## config.mk

```make
export PLATFORM = sky130hd
export DESIGN_NAME = uart_cmd_sched
export DESIGN_NICKNAME = d
export VERILOG_FILES = /design/src/rtl/uart_cmd_sched.sv
export SDC_FILE = /design/constraint.sdc
export NUM_CORES = 1
export LEC_CHECK = 0
export CAP_MARGIN = 20
export CORE_MARGIN = 3
export CORE_UTILIZATION = 49
export CTS_CLUSTER_DIAMETER = 50
export DETAILED_ROUTE_END_ITERATION = 6
export GPL_ROUTABILITY_DRIVEN = 0
export PLACE_DENSITY = 0.83
export SYNTH_ARGS = -nofsm -noshare
export SYNTH_HDL_FRONTEND = slang
export SYNTH_SLANG_ARGS = --single-unit
```

## constraint.sdc

```tcl
create_clock -name clk -period 4.1 [get_ports clk]
set_clock_uncertainty 0.15 [all_clocks]
set_input_delay 0.82 -clock clk [delete_from_list [all_inputs] [get_ports clk]]
set_output_delay 0.82 -clock clk [all_outputs]
set_load 0.1 [all_outputs]
```

## src/rtl/uart_cmd_sched.sv

```systemverilog
// uart_cmd_sched: round-robin scheduler sharing one UART byte channel
// among N_REQ command sources; read commands wait for one reply byte.
module uart_cmd_sched #(
  parameter int N_REQ     = 2,
  parameter int CMD_WIDTH = 16,
  parameter int TIMEOUT   = 5000
) (
  input  logic                       clk,
  input  logic                       rst,
  input  logic [N_REQ-1:0]           req_vld,
  input  logic [N_REQ*CMD_WIDTH-1:0] req_cmd,
  output logic [N_REQ-1:0]           req_rdy,
  output logic [N_REQ-1:0]           rsp_vld,
  output logic [7:0]                 rsp_data,
  output logic                       rsp_err,
  output logic [7:0]                 tx_data,
  output logic                       tx_vld,
  input  logic                       tx_rdy,
  input  logic [7:0]                 rx_data,
  input  logic                       rx_vld,
  output logic                       busy
);

  localparam int PW = (N_REQ > 1) ? $clog2(N_REQ) : 1;
  localparam int TW = $clog2(TIMEOUT);
  localparam logic [PW:0] NR = (PW+1)'(N_REQ);
  localparam logic [TW-1:0] T_LAST = TW'(TIMEOUT - 1);

  typedef enum logic [1:0] {
    IDLE,
    SEND_HI,
    SEND_LO,
    WAIT_RSP
  } state_t;

  state_t state;
  state_t state_n;

  logic [CMD_WIDTH-1:0] cmd_q;
  logic [CMD_WIDTH-1:0] cmd_sel;
  logic [PW-1:0]        gnt_q;
  logic [PW-1:0]        rr_ptr;
  logic [PW-1:0]        rr_n;
  logic [PW-1:0]        off;
  logic [PW-1:0]        win;
  logic [PW:0]          sum;
  logic [PW:0]          nxt;
  logic [N_REQ-1:0]     rot;
  logic [N_REQ-1:0]     gnt_hot;
  logic [TW-1:0]        timer;
  logic                 found;
  logic                 accept;
  logic                 to_wait;
  logic                 rsp_ok;
  logic                 rsp_to;

  // Rotate so bit 0 is the requester at rr_ptr; first set bit wins.
  assign rot = N_REQ'({req_vld, req_vld} >> rr_ptr);

  always_comb begin
    found = 1'b0;
    off   = '0;
    for (int k = N_REQ - 1; k >= 0; k--) begin
      if (rot[k]) begin
        found = 1'b1;
        off   = PW'(k);
      end
    end
  end

  assign sum = {1'b0, rr_ptr} + {1'b0, off};
  assign win = (sum >= NR) ? PW'(sum - NR) : sum[PW-1:0];
  assign nxt = {1'b0, win} + (PW+1)'(1);
  assign rr_n = (nxt >= NR) ? '0 : nxt[PW-1:0];

  assign accept = (state == IDLE) && found && !rst;
  assign busy   = (state != IDLE);

  always_comb begin
    req_rdy = '0;
    gnt_hot = '0;
    cmd_sel = '0;
    for (int i = 0; i < N_REQ; i++) begin
      req_rdy[i] = accept && (win == PW'(i));
      gnt_hot[i] = (gnt_q == PW'(i));
      if (win == PW'(i)) begin
        cmd_sel = req_cmd[i*CMD_WIDTH +: CMD_WIDTH];
      end
    end
  end

  always_comb begin
    state_n = state;
    tx_vld  = 1'b0;
    tx_data = '0;
    to_wait = 1'b0;
    rsp_ok  = 1'b0;
    rsp_to  = 1'b0;
    unique case (state)
      IDLE: begin
        if (accept) begin
          state_n = SEND_HI;
        end
      end
      SEND_HI: begin
        tx_vld  = 1'b1;
        tx_data = cmd_q[15:8];
        if (tx_rdy) begin
          state_n = SEND_LO;
        end
      end
      SEND_LO: begin
        tx_vld  = 1'b1;
        tx_data = cmd_q[7:0];
        if (tx_rdy) begin
          if (cmd_q[CMD_WIDTH-1]) begin
            to_wait = 1'b1;
            state_n = WAIT_RSP;
          end else begin
            state_n = IDLE;
          end
        end
      end
      WAIT_RSP: begin
        // A byte arriving on the last cycle still beats the timeout.
        if (rx_vld) begin
          rsp_ok  = 1'b1;
          state_n = IDLE;
        end else if (timer == T_LAST) begin
          rsp_to  = 1'b1;
          state_n = IDLE;
        end
      end
      default: state_n = IDLE;
    endcase
  end

  always_ff @(posedge clk) begin
    if (rst) begin
      state    <= IDLE;
      rr_ptr   <= '0;
      gnt_q    <= '0;
      cmd_q    <= '0;
      timer    <= '0;
      rsp_vld  <= '0;
      rsp_data <= '0;
      rsp_err  <= 1'b0;
    end else begin
      state   <= state_n;
      rsp_vld <= '0;
      if (accept) begin
        cmd_q  <= cmd_sel;
        gnt_q  <= win;
        rr_ptr <= rr_n;
      end
      if (to_wait) begin
        timer <= '0;
      end else if (state == WAIT_RSP && timer != T_LAST) begin
        timer <= timer + TW'(1);
      end
      if (rsp_ok || rsp_to) begin
        rsp_vld  <= gnt_hot;
        rsp_data <= rsp_ok ? rx_data : 8'hFF;
        rsp_err  <= rsp_to;
      end
    end
  end

endmodule

```

==> results of run 1 <==
## worst reg2reg max path: stages (launching register included)
cell	delay (ps)
dfxtp_1	400
ha_1	510
nand2_1	240
or4_1	510
or3_1	310
a21oi_1	130
## worst paths after layout
check	start	cells past startpoint	to	slack, ps
setup / recovery	rst	4	req_rdy[1]	1240
hold / removal	gnt_q	1	rsp_vld[0]	300
setup reg to reg	state[1]	5	timer[11]	1780
hold reg to reg	gnt_q	1	rsp_vld[0]	300
## metal layers
metal	vias up	GRT usage, %
li1	955	-
met1	900	27.4
met2	66	33.1
met3	5	4.40
met4	0	7.52
met5	-	0
## layout make-up
type                    instances  area share (%)
flip-flops and latches         44            30.5
inverters                      13            1.69
clock inverters                 2           0.347
repair buffers                 72            24.4
well taps                      50            2.17
multi-input cells             153            38.0
clock buffers                   6            2.86
## registers in the layout, indices dropped and copies added, names as in the netlist
name,count
cmd_q,16
gnt_q,1
rr_ptr,1
rsp_data,8
rsp_err,1
rsp_vld,2
state,2
timer,13
## placed cells by master (no fill, tap or decap), drive strengths merged, types with 3 or more instances in the layout
cell           synthesis  final
a222oi                16     16
nor3                   7      7
clkdlybuf4s50          0     56
inv                   13     13
nor2b                 11     11
a211oi                 9      9
nand4                  4      4
a22oi                  8      8
nor2                  37     37
clkbuf                10      6
o21ai                  6      6
dfxtp                 44     44
xnor2                  5      5
nand2                 11     11
ha                     6      6
or3                    3      3
buf                    3     16
and3                   3      3
xor2                   4      4
a21oi                  5      5
## logic make-up after synthesis
kind of cell | after synthesis | synth area share, %
AND/OR/NAND/NOR | 84 | 20.5
AO/OA/AOI/OAI | 52 | 23.7
flip-flops | 44 | 42.4
buffers and inverters | 26 | 4.87
XOR/XNOR | 9 | 3.79
adder cells (fa/ha/maj) | 6 | 3.61
multiplexers | 2 | 1.20
## synth_stat cells, types with 5 or more instances
cell type and number:
nor2b_1 11, a211oi_2 8, nand2_1 10, a21oi_1 5, nor3_1 6, clkbuf_1 10
ha_1 6, a22oi_1 8, inv_1 13, a222oi_1 16, xnor2_1 5, nor2_1 37
dfxtp_1 44
## metrics by stage
stage | std cells | hold slack (ps) | utilization [%]
finish | 340 | 296 | 71.2
global route | 340 | 330 | 71.2
CTS | 340 | 298 | 71.2
detailed placement | 332 | 283 | 68.9
global placement | 332 | 295 | 68.9
floorplan | 223 | 267 | -
## where the power goes
group / leakage [nW] / internal, mW / total (mW) / switching [mW]
logic: 0.638 / 0.199 / 0.563 / 0.363
clock network: 0.0510 / 0.135 / 0.278 / 0.144
registers: 0.357 / 0.469 / 0.497 / 0.0281
total: 1.05 / 0.803 / 1.34 / 0.535
==> impl_metrics.json, run 1 <==
{
  "status": "finished, final reports clean",
  "antenna_found_initial": 0,
  "dieArea_sq_mm": 0.00506,
  "hold_class": "reg -> reg",
  "synth_top_area_share_pct": 42.4,
  "synth_largest_area_cell": "dfxtp_1",
  "cp.required_ps": 3130,
  "cts.sinks": 44,
  "cts_resized": 0,
  "slew_headroom_pct": 35.0,
  "drive_gt1_share_pct": 14.5,
  "ir_drop_uv": 324,
  "worstPathCellList": "clkdlybuf4s50_1, nor2b_1, and3_1, buf_12",
  "grt_max_degree": 36,
  "die_h_um": 71.1,
  "synth.avg_cell_area_sq_um": 9.33,
  "dieWidth_um": 71.1,
  "yosys_register_bits": 44,
  "wl_met1_um": 2240,
  "grt_pass1_wl_um": 8470,
  "ys_types": 42,
  "core_sq_mm": 0.00406,
  "synthTopCellsByArea": "dfxtp_1 42%, a222oi_1 7.7%, nor2_1 6.7%, a211oi_2 4.8%, ha_1 3.6%",
  "overflow": 0,
  "cts_made_buffers": 5,
  "tightest_slew_ps": 972,
  "route.detailed.drc": 0,
  "drt_iter0_drc": 176,
  "min_period_ps": 2860,
  "max_freq_ghz": 0.350,
  "post-cts-setup-buffers": 0,
  "h-tree-depth": 2,
  "initial_core_util_pct": 51.2,
  "clk_path_buf_depth": 2,
  "slowest_delay_ps": 420,
  "area_growth_pct": 38.9,
  "hold_buffers": 0,
  "hold_viol_final": 0,
  "grt_pass1_vias": 1861,
  "ys_seq_area_share_pct": 42.4,
  "p_leak_nw": 1.05,
  "ys.flop_type": "dfxtp_1",
  "placed_area_sq_mm": 0.00280,
  "cts_root_buf": "clkbuf_8",
  "rows": 23,
  "cap_viol_max_count": 0,
  "synth_nets": 275,
  "first_pass_iters": 5,
  "hpwl_um": 3620,
  "multi_input_area_sq_mm": 0.00110,
  "diodes": 0,
  "nFillCells": 340,
  "route.met2.wl_um": 2510,
  "seqCellArea_sq_um": 881,
  "synth_edf_count": 0,
  "rsz0062_at_grt": "no",
  "critPathKind": "in -> out",
  "wl_met3_um": 313,
  "drt-total-wl_um": 5120,
  "start_kind": "input pin",
  "setup_violations": 0,
  "crit_family": "buffers and inverters",
  "finalNetCount": 341,
  "critPathMaxFanout": 3,
  "timing.final.ws_setup_ps": 1240,
  "finalCritPeriodShare_pct": 69.8,
  "worst_setup_path_end_kind": "output pin",
  "p_per_area_mw_per_mm2": 463,
  "synthCells": 223,
  "portBuffers": 68,
  "slew_viol_final": 0,
  "track_usage_pct": 20.7,
  "crit_buf_inv": 2,
  "cts_tree": "built",
  "power.total_mw": 1.34,
  "drtAntennaViolNets": 0,
  "clk_latency_ps": 290,
  "wl_per_cell_um": 15.1,
  "tns_ps": 0,
  "yosysWarnings": 0,
  "highest_layer": "met4",
  "syn-cell-area_sq_mm": 0.00208,
  "io_pins": 69,
  "viasPerCell": 5.66,
  "slowest_stage": "clkdlybuf4s50_1",
  "vias": 1926,
  "synth_async_sr_flop_share_pct": 0,
  "final_cell_area_sq_mm": 0.00289,
  "crit_arrival_ps": 1890,
  "pre_cts_slack_ps": 1230,
  "cts.reportedPaths.clkPinSlew_ps": 80
}
(Power assumes the default switching activity.)
==> run 2: changes to the inputs <==
--- a/config.mk
+++ b/config.mk
@@ -7,11 +7,11 @@
 export LEC_CHECK = 0
 export CAP_MARGIN = 20
 export CORE_MARGIN = 3
-export CORE_UTILIZATION = 49
+export CORE_UTILIZATION = 41
 export CTS_CLUSTER_DIAMETER = 50
 export DETAILED_ROUTE_END_ITERATION = 6
 export GPL_ROUTABILITY_DRIVEN = 0
-export PLACE_DENSITY = 0.83
+export PLACE_DENSITY = 0.74
 export SYNTH_ARGS = -nofsm -noshare
 export SYNTH_HDL_FRONTEND = slang
 export SYNTH_SLANG_ARGS = --single-unit
==> constraint.sdc (replaced) <==
create_clock -name clk -period 2.3 [get_ports clk]
set_clock_uncertainty 0.15 [all_clocks]
set_input_delay 0.46 -clock clk [delete_from_list [all_inputs] [get_ports clk]]
set_output_delay 0.46 -clock clk [all_outputs]
set_load 0.1 [all_outputs]
==> impl_metrics.json, run 2 (synthesis results as in run 1) <==
{
  "track_usage_pct": 18.4,
  "dieArea_sq_mm": 0.00596,
  "route.detailed.drc": 0,
  "min-delay-start": "gnt_q",
  "drive_gt1_share_pct": 26.3,
  "first_pass_iters": 5,
  "clockPowerShare_pct": 18.9,
  "top_register": "cmd_q",
  "rsz0062_at_grt": "no",
  "portBuffers": 68,
  "finalNetCount": 349,
  "tns_ps": 0,
  "overflow": 0,
  "start_kind": "flop",
  "pwr-share-seq_pct": 33.4,
  "hpwl_um": 4090,
  "dieWidth_um": 77.2,
  "cts.reportedPaths.clkPinSlew_ps": 80,
  "rows": 25,
  "critPathMaxFanout": 4,
  "power.share.combinational_pct": 47.7,
  "largest_registers": "cmd_q x16, timer x13, rsp_data x8",
  "finalCritPeriodShare_pct": 97.1,
  "multi_input_area_sq_mm": 0.00120,
  "h-tree-depth": 2,
  "tightest_slew_ps": 589,
  "grt_max_degree": 35,
  "layout_common_cells": "45 x clkdlybuf4s50_1, 43 x dfxtp_1, 37 x nor2_1",
  "clk_latency_ps": 290,
  "slew_headroom_pct": 60.7,
  "drt-total-wl_um": 5520,
  "antenna_found_initial": 0,
  "hold_viol_final": 0,
  "clk_path_buf_depth": 2,
  "viasPerCell": 5.45,
  "power.switching_mw": 1.01,
  "cts_made_buffers": 5,
  "die_h_um": 77.2,
  "cap_viol_max_count": 0,
  "cp.required_ps": 1690,
  "p_leak_nw": 1.16,
  "rr_startpoint": "state[0]",
  "worst_setup_path_end_kind": "output pin",
  "area_growth_pct": 52.8,
  "diodes": 0,
  "drtAntennaViolNets": 0,
  "cts_tree": "built",
  "largest_reg_flops": 16,
  "seqCellArea_sq_um": 882,
  "core_sq_mm": 0.00482,
  "min_period_ps": 2230,
  "vias": 1982,
  "hold_buffers": 0,
  "hold_class": "reg -> reg",
  "p_int_mw": 1.68,
  "setup_violations": 0,
  "grt_pass1_wl_um": 8910,
  "swShare_pct": 37.5,
  "slew_viol_final": 0,
  "drt_iter0_drc": 158,
  "critPathKind": "reg -> out",
  "setup.worst_path.start": "state[0]",
  "status": "finished, final reports clean",
  "p_per_area_mw_per_mm2": 847,
  "crit_arrival_ps": 1620,
  "cts_root_buf": "clkbuf_8",
  "max_freq_ghz": 0.448,
  "final_cell_area_sq_mm": 0.00318,
  "placed_area_sq_mm": 0.00305,
  "cts.sinks": 44,
  "ir_drop_uv": 468,
  "io_pins": 69,
  "initial_core_util_pct": 43.2,
  "wl_per_cell_um": 15.2,
  "final_common_cell": "clkdlybuf4s50_1",
  "grt_pass1_vias": 1854,
  "nFillCells": 399
}
==> run 2: repair_timing <==
action / CTS / global route
gates resized for setup: 2 / 9
buffers inserted: 0 / 0
endpoints found under the setup margin: 8 / 10
==> run 2: per-stage QoR <==
step | instances | util (%) | setup WS (ps) | power, mW | hold slack, ps
floorplan | 223 | - | 67.9 | 1.72 | 267
global placement | 357 | 63.2 | 159 | 2.14 | 285
detailed placement | 357 | 63.2 | 105 | 2.16 | 299
CTS | 364 | 65.4 | 0.178 | 2.68 | 317
global route | 364 | 66.0 | 4.31 | 2.82 | 341
finish | 364 | 66.0 | 67.5 | 2.69 | 313
==> run 2: worst paths after layout <==
kind / slack (ps) / endpoint / depth (start not counted)
setup / recovery: 70 / req_rdy[0] / 6
hold / removal: 310 / rsp_vld[0] / 1
hold reg to reg: 310 / rsp_vld[0] / 1
setup reg to reg: 300 / cmd_q[15] / 8
==> run 2: routing by layer <==
metal	share of wire (%)	wire length [um]	global-route usage [%]	vias to the layer above
met5	0	0	0	-
met1	47	2590	24.7	948
met4	3.0	165	8.19	0
li1	-	-	-	964
met3	3.9	216	3.76	13
met2	46	2560	28.4	57
==> run 2: cell type report <==
class / instances / share of cell area [%]
Sequential cell: 44 / 27.8
Multi-Input combinational cell: 153 / 37.9
Inverter: 13 / 1.54
Clock buffer: 7 / 3.03
Timing Repair Buffer: 80 / 27.2
Tap cell: 67 / 2.64
==> run 2: power by group through the flow <==
| stage | Clock (mW) | Combinational, mW | Sequential, mW |
|---|---|---|---|
| finish | 0.509 | 1.28 | 0.898 |
| CTS | 0.524 | 1.26 | 0.888 |
| global placement | 0 | 1.24 | 0.903 |
| floorplan | 0 | 0.776 | 0.944 |
| global route | 0.559 | 1.35 | 0.907 |
| detailed placement | 0 | 1.25 | 0.905 |
==> run 2: critical path, cell delays in order (launching register included) <==
cell     delay, ps
dfxtp_2        350
inv_1           70
buf_4          140
ha_4           160
nor2b_2        180
and3_2         250
buf_12         180
